$ cat config.mk
export PLATFORM = sky130hd
export DESIGN_NAME = fetch_unit
export DESIGN_NICKNAME = d
export VERILOG_FILES = /design/src/rtl/misc_v_pkg.sv /design/src/rtl/fetch_pc_reg.sv /design/src/rtl/fetch_unit.sv
export SDC_FILE = /design/constraint.sdc
export NUM_CORES = 1
export LEC_CHECK = 0
export ABC_AREA = 1
export CORE_MARGIN = 1
export CORE_UTILIZATION = 44
export CTS_CLUSTER_DIAMETER = 60
export DETAILED_ROUTE_END_ITERATION = 7
export GPL_TIMING_DRIVEN = 0
export PLACE_DENSITY = 0.8
export SYNTH_ARGS = -nofsm -noshare
export SYNTH_HDL_FRONTEND = slang
export SYNTH_SLANG_ARGS = --single-unit
$ cat constraint.sdc
create_clock -name clk -period 2.1 [get_ports clk]
set_clock_uncertainty 0.2 [all_clocks]
set_input_delay 0.525 -clock clk [delete_from_list [all_inputs] [get_ports clk]]
set_output_delay 0.525 -clock clk [all_outputs]
set_load 0.05 [all_outputs]
$ cat src/rtl/misc_v_pkg.sv
// Shared constants and types for the fetch/decode slice: opcodes, instruction field
// positions and the fetch FSM state encoding.
package misc_v_pkg;

  localparam logic [2:0] OP_RTYPE = 3'd0;
  localparam logic [2:0] OP_ITYPE = 3'd1;
  localparam logic [2:0] OP_LW    = 3'd2;
  localparam logic [2:0] OP_SW    = 3'd3;
  localparam logic [2:0] OP_BEQ   = 3'd4;
  localparam logic [2:0] OP_BNE   = 3'd5;
  localparam logic [2:0] OP_JIN   = 3'd6;
  localparam logic [2:0] OP_JOUT  = 3'd7;

  // opcode occupies the top OPCODE_W bits of the instruction; func sits at the bottom
  localparam int OPCODE_W = 3;
  localparam int FUNC_W   = 4;
  localparam int FUNC_LSB = 0;

  typedef enum logic [1:0] {IDLE, REQ, WAIT, HOLD} fetch_state_e;

endpackage

$ cat src/rtl/fetch_pc_reg.sv
// Program counter register with redirect load and wrapping increment.
module fetch_pc_reg #(
  parameter int                PC_W     = 16,
  parameter logic [PC_W-1:0]   RESET_PC = '0,
  parameter int unsigned       PC_INC   = 1
) (
  input  logic            clk,
  input  logic            reset,
  input  logic            load,
  input  logic [PC_W-1:0] target,
  input  logic            advance,
  output logic [PC_W-1:0] pc
);

  // NOTE: clocked state uses non-blocking assignments so every register samples pre-edge values.
  always_ff @(posedge clk) begin
    if (reset)        pc <= RESET_PC;
    else if (load)    pc <= target;
    else if (advance) pc <= pc + PC_W'(PC_INC);
  end

endmodule

$ cat src/rtl/fetch_unit.sv
// Instruction fetch stage: PC, imem request/response handshake, instruction register.
// Optional performance counters are compiled in with `define FETCH_PERF_CNT_EN.
module fetch_unit
  import misc_v_pkg::*;
#(
  parameter int              PC_W     = 16,
  parameter int              INSTR_W  = 16,
  parameter logic [PC_W-1:0] RESET_PC = '0,
  parameter int unsigned     PC_INC   = 1
) (
  input  logic               clk,
  input  logic               reset,
  output logic               imem_req_valid,
  input  logic               imem_req_ready,
  output logic [PC_W-1:0]    imem_addr,
  input  logic               imem_rsp_valid,
  input  logic [INSTR_W-1:0] imem_rsp_data,
  input  logic               stall,
  input  logic               redirect_valid,
  input  logic [PC_W-1:0]    redirect_target,
  output logic               instr_valid,
  output logic [INSTR_W-1:0] instr,
  output logic [2:0]         opcode,
  output logic [3:0]         func,
  output logic [PC_W-1:0]    instr_pc,
  output logic               bubble
`ifdef FETCH_PERF_CNT_EN
  ,
  output logic [31:0]        fetch_count,
  output logic [31:0]        stall_count,
  output logic [15:0]        kill_count
`endif
);

  fetch_state_e    state;
  logic            kill;
  logic [PC_W-1:0] pc;
  logic            pc_load;
  logic            rsp_take;
  logic            rsp_drop;

  // A redirect in any active state retargets the PC; IDLE lasts a single cycle and ignores it.
  assign pc_load  = redirect_valid && (state != IDLE);
  assign rsp_take = (state == WAIT) && imem_rsp_valid && !kill && !redirect_valid;
  assign rsp_drop = (state == WAIT) && imem_rsp_valid && (kill || redirect_valid);

  fetch_pc_reg #(
    .PC_W     (PC_W),
    .RESET_PC (RESET_PC),
    .PC_INC   (PC_INC)
  ) u_pc (
    .clk     (clk),
    .reset   (reset),
    .load    (pc_load),
    .target  (redirect_target),
    .advance (rsp_take),
    .pc      (pc)
  );

  always_ff @(posedge clk) begin
    if (reset) begin
      state          <= IDLE;
      kill           <= 1'b0;
      imem_req_valid <= 1'b0;
      instr_valid    <= 1'b0;
      instr          <= '0;
      instr_pc       <= '0;
    end else begin
      case (state)
        IDLE: begin
          state          <= REQ;
          imem_req_valid <= 1'b1;
        end
        REQ: begin
          if (imem_req_ready) begin
            state          <= WAIT;
            imem_req_valid <= 1'b0;
            kill           <= redirect_valid;
          end
        end
        WAIT: begin
          if (rsp_drop) begin
            kill           <= 1'b0;
            state          <= REQ;
            imem_req_valid <= 1'b1;
          end else if (rsp_take) begin
            instr       <= imem_rsp_data;
            instr_pc    <= pc;
            instr_valid <= 1'b1;
            state       <= HOLD;
          end else if (redirect_valid) begin
            kill <= 1'b1;
          end
        end
        HOLD: begin
          if (redirect_valid || !stall) begin
            instr_valid    <= 1'b0;
            state          <= REQ;
            imem_req_valid <= 1'b1;
          end
        end
      endcase
    end
  end

  assign imem_addr = pc;
  assign opcode    = instr[INSTR_W-1 -: OPCODE_W];
  assign func      = instr[FUNC_LSB +: FUNC_W];
  assign bubble    = reset | ~instr_valid;

`ifdef FETCH_PERF_CNT_EN
  always_ff @(posedge clk) begin
    if (reset) begin
      fetch_count <= '0;
      stall_count <= '0;
      kill_count  <= '0;
    end else begin
      if (rsp_take && (fetch_count != '1)) fetch_count <= fetch_count + 32'd1;
      if ((state == HOLD) && stall && !redirect_valid && (stall_count != '1))
        stall_count <= stall_count + 32'd1;
      if (rsp_drop && (kill_count != '1)) kill_count <= kill_count + 16'd1;
    end
  end
`endif

endmodule

[Word-level counts from Yosys, hierarchy flattened]
Cells that the tools add are included.
Cells by class
  add/sub/neg operators: 1
  bitwise gates (word level): 3
  reductions and logical operators: 20
  div/mod/pow operators: 0
  equality and inequality tests: 11
  multiply operators: 0
  shift-type cells: 0
  magnitude comparators: 0
  muxes and demuxes: 20
Operators by type and width (number)
  two-way mux 16 bit: 2
  adder 16 x 1 -> 16 bit, second input constant: 1
  two-way mux 1 bit: 10
  != test 2 bit, second input constant: 5
  != test 3 bit, second input constant: 3
  AND reduction 3 bit: 3
  two-way mux 2 bit: 4
  one-hot mux 2 bit (4 select lines): 1
  AND reduction 4 bit: 2
  nonzero test 2 bit: 4
  logical AND 1 bit: 5
  == test 2 bit, second input constant: 2
  one-hot mux 1 bit (2 select lines): 2
  one-hot mux 1 bit (4 select lines): 1
  logical NOT 1 bit: 3
  == test 2 x 1 -> 1 bit, second input constant: 1
  logical NOT 2 bit: 1
  logical OR 1 bit: 2
  NOT 1 bit: 2
  OR 1 bit: 1
Word-level totals
  bits in latches: 0
  memory bits (writable): 0
  input port bits: 38
  memories: 0
  ROM bits: 0
  register bits after elaboration: 53
  word-level logic and storage cells: 62
  output and inout bits: 58

[Depth between registers and ports, before layout]
Gate-level depths: netlist of run 1.
  depth in word-level cells: 7
  mapped depth: 10
  depth with buffers taken out: 9

[Cells and area by module]
Synthesis of run 1 repeated with hierarchy kept, for this count alone.
Unflattened totals
  cells, all modules: 356
  area total of the unflattened synthesis: 2552.4 um^2
By module, submodules not included
  fetch_unit: area an instance 1541.5 um^2, sequential area each 740.7 um^2, times used 1, cells an instance 208
  fetch_pc_reg: area an instance 1011.0 um^2, sequential area each 320.3 um^2, times used 1, cells an instance 148

[Worst setup path before layout of run 1]
No wires, ideal clock.
  path kind: register -> register
  start point: register u_pc.pc[1]
  end point: register u_pc.pc[12]
  data required time: 1.771 ns
  data arrival time: 1.650 ns
  cell stages (with the launch flop): 9
  setup time: 0.129 ns
  buffers on the path: 0
  period minus slack after synthesis: 1.979 ns
  setup slack: 0.121 ns
  cells stage by stage: dfxtp_1 > ha_1 > nand2_2 > nor2_4 > nand2_4 > nor2_4 > nand4_1 > a21oi_1 > nor2_1
Between the ends
  word-level cells in the longest chain between the ends: 3
RTL lines
  start: declaration: RTL line fetch_pc_reg.sv:12  | output logic [PC_W-1:0] pc
  start signal: assignment: RTL line fetch_pc_reg.sv:18  | else if (load) pc <= target;
  start signal: assignment: RTL line fetch_pc_reg.sv:19  | else if (advance) pc <= pc + PC_W'(PC_INC);
  adder 16 x 1 -> 16 bit: RTL line fetch_pc_reg.sv:19
  two-way mux 16 bit: RTL line fetch_pc_reg.sv:19
  two-way mux 16 bit: RTL line fetch_pc_reg.sv:18
No other way between the ends. The select of a mux whose other input is x is not followed.
A chain may end at the register's enable or synchronous reset.

[Final worst setup path of run 1]
  start point: register u_pc.pc[9]
  end point: output imem_addr[9]
RTL lines
  end: declaration: RTL line fetch_unit.sv:15  | output logic [PC_W-1:0] imem_addr,
No word-level cell between the ends.

==> impl_metrics.py, run 1 <==
metrics = {
    "run_status": {
        "status": "complete, no violations",
    },
    "placement": {
        "placed_cells_incl_taps": 525,
        "portBuffers": 95,
        "detailed_place_hpwl_microns": 5420,
        "gp_congestion": 0.902,
    },
    "drt": {
        "drcViolationCount": 0,
        "vias": 2749,
        "first_pass_iters": 4,
        "detail_route.iter0.violations": 164,
        "drt-vias-per-instance": 5.14,
        "wl_microns": 7330,
        "wire_per_inst_microns": 13.7,
        "drtAntennaViolNets": 0,
    },
    "critical_path": {
        "worst-path-stages": 1,
        "critPathSlowestCell": "dlygate4sd2_1",
        "worstSetupEndpointType": "primary output",
        "reg2reg_from": "state[0]$_SDFFE_PP0P_",
        "cp.required_ps": 1370,
        "worst-path-max-fanout": 6,
        "reg2reg_to": "u_pc.pc[0]$_SDFFE_PP0P_",
        "critPathCapture": "imem_addr[9]",
        "criticalPathCategory": "register to primary output",
        "critPathLaunchType": "register",
        "cp.buffers_inverters": 1,
        "slowest_delay_ps": 560,
        "cp.arrival_ps": 1340,
        "cp-startpoint": "u_pc.pc[9]$_SDFFE_PP0P_",
        "crit_family": "buffers and inverters",
        "path_cells": "dlygate4sd2_1",
        "reg2regPathDepth": 7,
        "r2r_slack_ps": 290,
    },
    "timing": {
        "max_freq_mhz": 483,
        "fin_crit_ps": 2070,
        "rsz0062_at_grt": "false",
        "fin_crit_sh_pct": 98.5,
        "timing_hold_violations_final": 0,
        "maxSlewViolCount": 0,
        "relSlewSlack_pct": 58.2,
        "setup_viol": 0,
        "worstMarginPinSlew_ps": 628,
    },
    "finish": {
        "multi_input_area_sq_um": 1240,
        "final_nets": 505,
        "antenna_cells": 0,
        "synthToLayoutAreaGrowth_pct": 41.9,
        "fillCellCount": 551,
        "regArea_sq_um": 1060,
        "stdcell_count": 535,
        "drive_gt1_share_pct": 11.7,
    },
    "logic_synthesis": {
        "synth.most_common_cell": "nor2_1",
        "ys_ff_latch": 53,
        "synth_common_cells": "67 x nor2_1, 59 x nand2_1, 53 x dfxtp_1",
        "synth_flop_cell": "dfxtp_1",
        "syn-num-nets": 401,
        "async_reset_ff_share_pct": 0,
        "syn_avg_cell_area_sq_um": 7.11,
        "yosysWarnings": 0,
        "yosys-top-cells-area": "dfxtp_1 42%, nor2_1 9.9%, nand2_1 8.7%",
        "yosysTopAreaCell": "dfxtp_1",
        "yosysTopAreaCellShare_pct": 41.7,
        "seq_area_frac_synth_pct": 41.7,
        "syn_inst": 358,
        "synth.distinct_cells": 27,
        "synth-edff-count": 0,
        "synthesis.area_sq_um": 2540,
    },
    "clocking": {
        "clock-sinks": 53,
        "cts_root_buf": "clkbuf_8",
        "ctsLongestPathBuffers": 2,
        "clock_latency_ps": 310,
        "ctsHtreeMaxLevel": 2,
        "hold_buffers": 0,
        "clk_pin_slew_ps": 90,
        "cts_tree": "built",
        "cts_made_buffers": 5,
    },
    "floorplanning": {
        "rows": 27,
        "fp.dieArea_sq_um": 6090,
        "initial_utilization_pct": 45.9,
        "die_h_microns": 78.1,
        "pin_count": 96,
        "core_area_sq_um": 5540,
        "dieWidth_microns": 78.1,
    },
    "global_route": {
        "antenna_found_initial": 0,
        "grt_remaining_overflow": 0,
        "grt_util_all_layers_pct": 24.9,
        "grt_first_pass_wirelength_microns": 12000,
        "grtUsageMet1_pct": 31.7,
        "grt_max_degree": 17,
        "grt_util_met2_pct": 42.5,
        "first_global_vias": 2513,
        "use_met3_pct": 5.00,
        "busiest_layer": "met2",
    },
    "flow_run": {
        "maxCapViolCount": 0,
    },
    "min_path": {
        "worstHoldPathType": "input port to register",
        "min_from": "reset",
    },
    "pwr": {
        "peakVddDrop_uv": 471,
        "power_w": 0.00278,
        "p_leak_nw": 1.64,
        "powerDensity_nw_per_um2": 769,
    },
}
state kept, by name, indices dropped and copies added, names as in the netlist:
signal          count
imem_req_valid      1
instr              16
instr_pc           16
instr_valid         1
kill                1
state               2
u_pc.pc            16
where the power goes:
part           leakage (nW)  internal [W]  switching, W
Clock                0.0374      0.000236      0.000344
Combinational          1.17      0.000320      0.000672
Sequential            0.430       0.00110      0.000103
Total                  1.64       0.00166       0.00112
stage by stage:
| stage | cell area (sq um) | utilization (%) | setup slack (ps) | setup TNS (ps) | hold WS (ps) |
|---|---|---|---|---|---|
| after floorplan | 2540 | - | 121 | 0 | 251 |
| after global placement | 3590 | 64.7 | -957 | -5690 | 256 |
| after detailed placement | 3590 | 64.7 | -946 | -6240 | 260 |
| after CTS | 3600 | 65.1 | 6.36 | 0 | 272 |
| after global routing | 3610 | 65.2 | 0.431 | 0 | 260 |
| final | 3610 | 65.2 | 30.7 | 0 | 248 |
metal layers:
| layer | up-vias | part of all wire (%) |
|---|---|---|
| li1 | 1361 | - |
| met1 | 1266 | 43 |
| met2 | 109 | 48 |
| met3 | 13 | 7.2 |
| met4 | 0 | 1.8 |
| met5 | - | 0 |
placed cells by master, fill, tap and decap left out, types with 2 or more instances in the layout:
cell type	instances
a21oi_1	24
a31oi_1	5
buf_2	5
buf_4	11
buf_6	2
clkbuf_1	8
clkbuf_2	3
clkbuf_8	5
clkdlybuf4s15_1	2
clkdlybuf4s50_1	36
clkinvlp_4	2
dfxtp_1	53
dlygate4sd2_1	52
ha_1	5
inv_1	22
inv_2	6
nand2_1	59
nand2_2	3
nand3_1	17
nand4_1	7
nor2_1	67
nor2_2	9
nor2_4	2
o211ai_1	4
o21ai_0	33
o21ai_1	11
xnor2_1	2
cells by family (layout without fill, tap and decap cells):
kind of cell	count (synthesis)	in the layout	share of synthesized area (%)
XOR/XNOR	2	2	0.688
AND/OR/NAND/NOR	168	168	29.2
buffers and inverters	51	156	9.54
flip-flops	53	53	41.7
AO/OA/AOI/OAI	79	79	16.4
adder cells (fa/ha/maj)	5	5	2.46
worst register-to-register path: stages (launching register included):
cell,delay [ps]
dfxtp_1,380
inv_1,80
ha_1,210
nor2_2,190
inv_2,90
clkbuf_1,240
o21ai_0,240
a21oi_1,60
timing repair:
item,CTS,global route
setup buffers,0,2
endpoints found under the setup margin,58,5
gates resized for setup,69,8
worst min-delay path by stage:
| stage | end | slack [ps] | depth (start not counted) |
|---|---|---|---|
| after floorplan | kill$_SDFFE_PP0P_ | 250 | 2 |
| after detailed placement | instr_pc[0]$_SDFFE_PP0P_ | 260 | 2 |
| final | u_pc.pc[1]$_SDFFE_PP0P_ | 250 | 2 |
| after CTS | instr_pc[0]$_SDFFE_PP0P_ | 270 | 2 |
| after global routing | u_pc.pc[1]$_SDFFE_PP0P_ | 260 | 2 |
| after global placement | instr_pc[0]$_SDFFE_PP0P_ | 260 | 2 |
layout make-up:
| type | instances | area share, % |
|---|---|---|
| Multi-Input combinational cell | 254 | 34.4 |
| Sequential cell | 53 | 29.4 |
| Timing Repair Buffer | 97 | 24.5 |
| Buffer | 23 | 3.92 |
| Inverter | 28 | 2.91 |
| Tap cell | 72 | 2.49 |
| Clock buffer | 6 | 2.01 |
| Clock inverter | 2 | 0.416 |
Power figures use the tool's default switching activity.
==> inputs of run 2 (changes only) <==
Settings changed: MAX_ROUTING_LAYER set to met4.
==> impl_metrics.py, run 2 (synthesis gave the netlist of run 1 again) <==
metrics = {
    "run_status": {
        "status": "complete, no violations",
    },
    "min_path": {
        "worstHoldPathType": "register to register",
        "holdPathStages": 2,
        "min_to": "instr_pc[0]$_SDFFE_PP0P_",
        "min_from": "instr_pc[0]$_SDFFE_PP0P_",
    },
    "clocking": {
        "cts_root_buf": "clkbuf_8",
        "clock-sinks": 53,
        "ctsLongestPathBuffers": 2,
        "postCtsSetupRepairBufs": 0,
        "cts_made_buffers": 5,
        "clock_latency_ps": 310,
        "clk_pin_slew_ps": 100,
        "ctsHtreeMaxLevel": 2,
        "hold_buffers": 0,
        "cts_tree": "built",
    },
    "drt": {
        "wl_microns": 6960,
        "first_pass_iters": 4,
        "wire_per_inst_microns": 13.1,
        "detail_route.iter0.violations": 187,
        "vias": 2650,
        "drt-vias-per-instance": 4.98,
        "drcViolationCount": 0,
        "drtAntennaViolNets": 0,
    },
    "flow_run": {
        "maxCapViolCount": 0,
    },
    "timing": {
        "fin_crit_ps": 2050,
        "timing_hold_violations_final": 0,
        "max_freq_mhz": 488,
        "setup_tns_ps": 0,
        "relSlewSlack_pct": 60.0,
        "fin_crit_sh_pct": 97.7,
        "worstMarginPinSlew_ps": 600,
        "maxSlewViolCount": 0,
        "setup_viol": 0,
        "layout_setup_ws_ps": 49.0,
        "rsz0062_at_grt": "false",
    },
    "finish": {
        "synthToLayoutAreaGrowth_pct": 41.1,
        "mostFrequentLayoutCells": "67 x nor2_1, 59 x nand2_1, 53 x dfxtp_1, 52 x dlygate4sd2_1, 36 x clkdlybuf4s50_1",
        "regArea_sq_um": 1060,
        "layout_commonest_cell": "nor2_1",
        "antenna_cells": 0,
        "multi_input_area_sq_um": 1240,
        "reg_top3": "instr x16, instr_pc x16, u_pc.pc x16",
        "stdcell_count": 532,
        "fillCellCount": 530,
        "final_nets": 502,
        "drive_gt1_share_pct": 10.9,
    },
    "critical_path": {
        "reg2regPathDepth": 8,
        "cp.arrival_ps": 1330,
        "path_cells": "dlygate4sd2_1",
        "slowest_delay_ps": 560,
        "cp.required_ps": 1370,
        "crit_family": "buffers and inverters",
        "worstSetupEndpointType": "primary output",
        "critPathSlowestCell": "dlygate4sd2_1",
        "criticalPathCategory": "register to primary output",
        "reg2reg_to": "kill$_SDFFE_PP0P_",
        "critPathLaunchType": "register",
        "worst-path-max-fanout": 6,
        "cp.buffers_inverters": 1,
        "r2r_slack_ps": 270,
        "reg2reg_from": "state[0]$_SDFFE_PP0P_",
    },
    "pwr": {
        "p_leak_nw": 1.62,
        "peakVddDrop_uv": 482,
        "powerDensity_nw_per_um2": 766,
        "power_w": 0.00275,
    },
    "floorplanning": {
        "dieWidth_microns": 78.1,
        "initial_utilization_pct": 45.9,
        "core_area_sq_um": 5540,
        "die_h_microns": 78.1,
        "fp.dieArea_sq_um": 6090,
        "rows": 27,
        "pin_count": 96,
    },
    "placement": {
        "pre_cts_slack_ps": -956,
        "portBuffers": 95,
        "detailed_place_hpwl_microns": 5220,
        "placed_cells_incl_taps": 525,
        "gp_congestion": 0.915,
    },
    "global_route": {
        "grt_util_all_layers_pct": 24.5,
        "grt_max_degree": 17,
        "grt_remaining_overflow": 0,
        "antenna_found_initial": 0,
        "grt_first_pass_wirelength_microns": 11600,
        "first_global_vias": 2439,
    },
}
## run 2: area by class of cell
class,count,share of cell area [%]
Buffer,22,3.73
Clock buffer,6,2.02
Clock inverter,2,0.418
Inverter,28,3.00
Multi-Input combinational cell,254,34.6
Sequential cell,53,29.6
Tap cell,72,2.51
Timing Repair Buffer,95,24.2
## run 2: metal layers
layer	vias to the layer above	wire length [microns]	GRT usage (%)
met4	0	66	5.56
met5	-	0	-
met2	106	3260	39.8
li1	1356	-	-
met3	9	446	5.23
met1	1179	3190	31.2
## run 2: power by group
part | total (W) | internal (W) | switching [W]
combinational | 0.000977 | 0.000314 | 0.000662
clock | 0.000571 | 0.000235 | 0.000335
sequential | 0.00120 | 0.00110 | 0.000102
total | 0.00275 | 0.00165 | 0.00110
## run 2: metrics by stage
step | hold WS [ps] | instance area (sq um) | utilization (%)
finish | 267 | 3590 | 64.8
global route | 296 | 3590 | 64.8
CTS | 268 | 3600 | 65.0
detailed placement | 256 | 3590 | 64.7
global placement | 256 | 3590 | 64.7
floorplan | 251 | 2540 | -
## run 2: worst max path at each step
stage / start / to / cells after the start
6_report: u_pc.pc[9]$_SDFFE_PP0P_ / imem_addr[9] / 1
5_1_grt: redirect_valid / u_pc.pc[6]$_SDFFE_PP0P_ / 10
4_1_cts: u_pc.pc[2]$_SDFFE_PP0P_ / imem_addr[2] / 1
3_5_place_dp: reset / bubble / 5
3_3_place_gp: reset / bubble / 5
2_1_floorplan: u_pc.pc[1]$_SDFFE_PP0P_ / u_pc.pc[12]$_SDFFE_PP0P_ / 8
## run 2: repair_timing
item | in CTS | in global routing
endpoints found under the setup margin | 58 | 7
hold endpoints to repair | 0 | 0
gates cloned | 0 | 0
resized for setup | 67 | 9
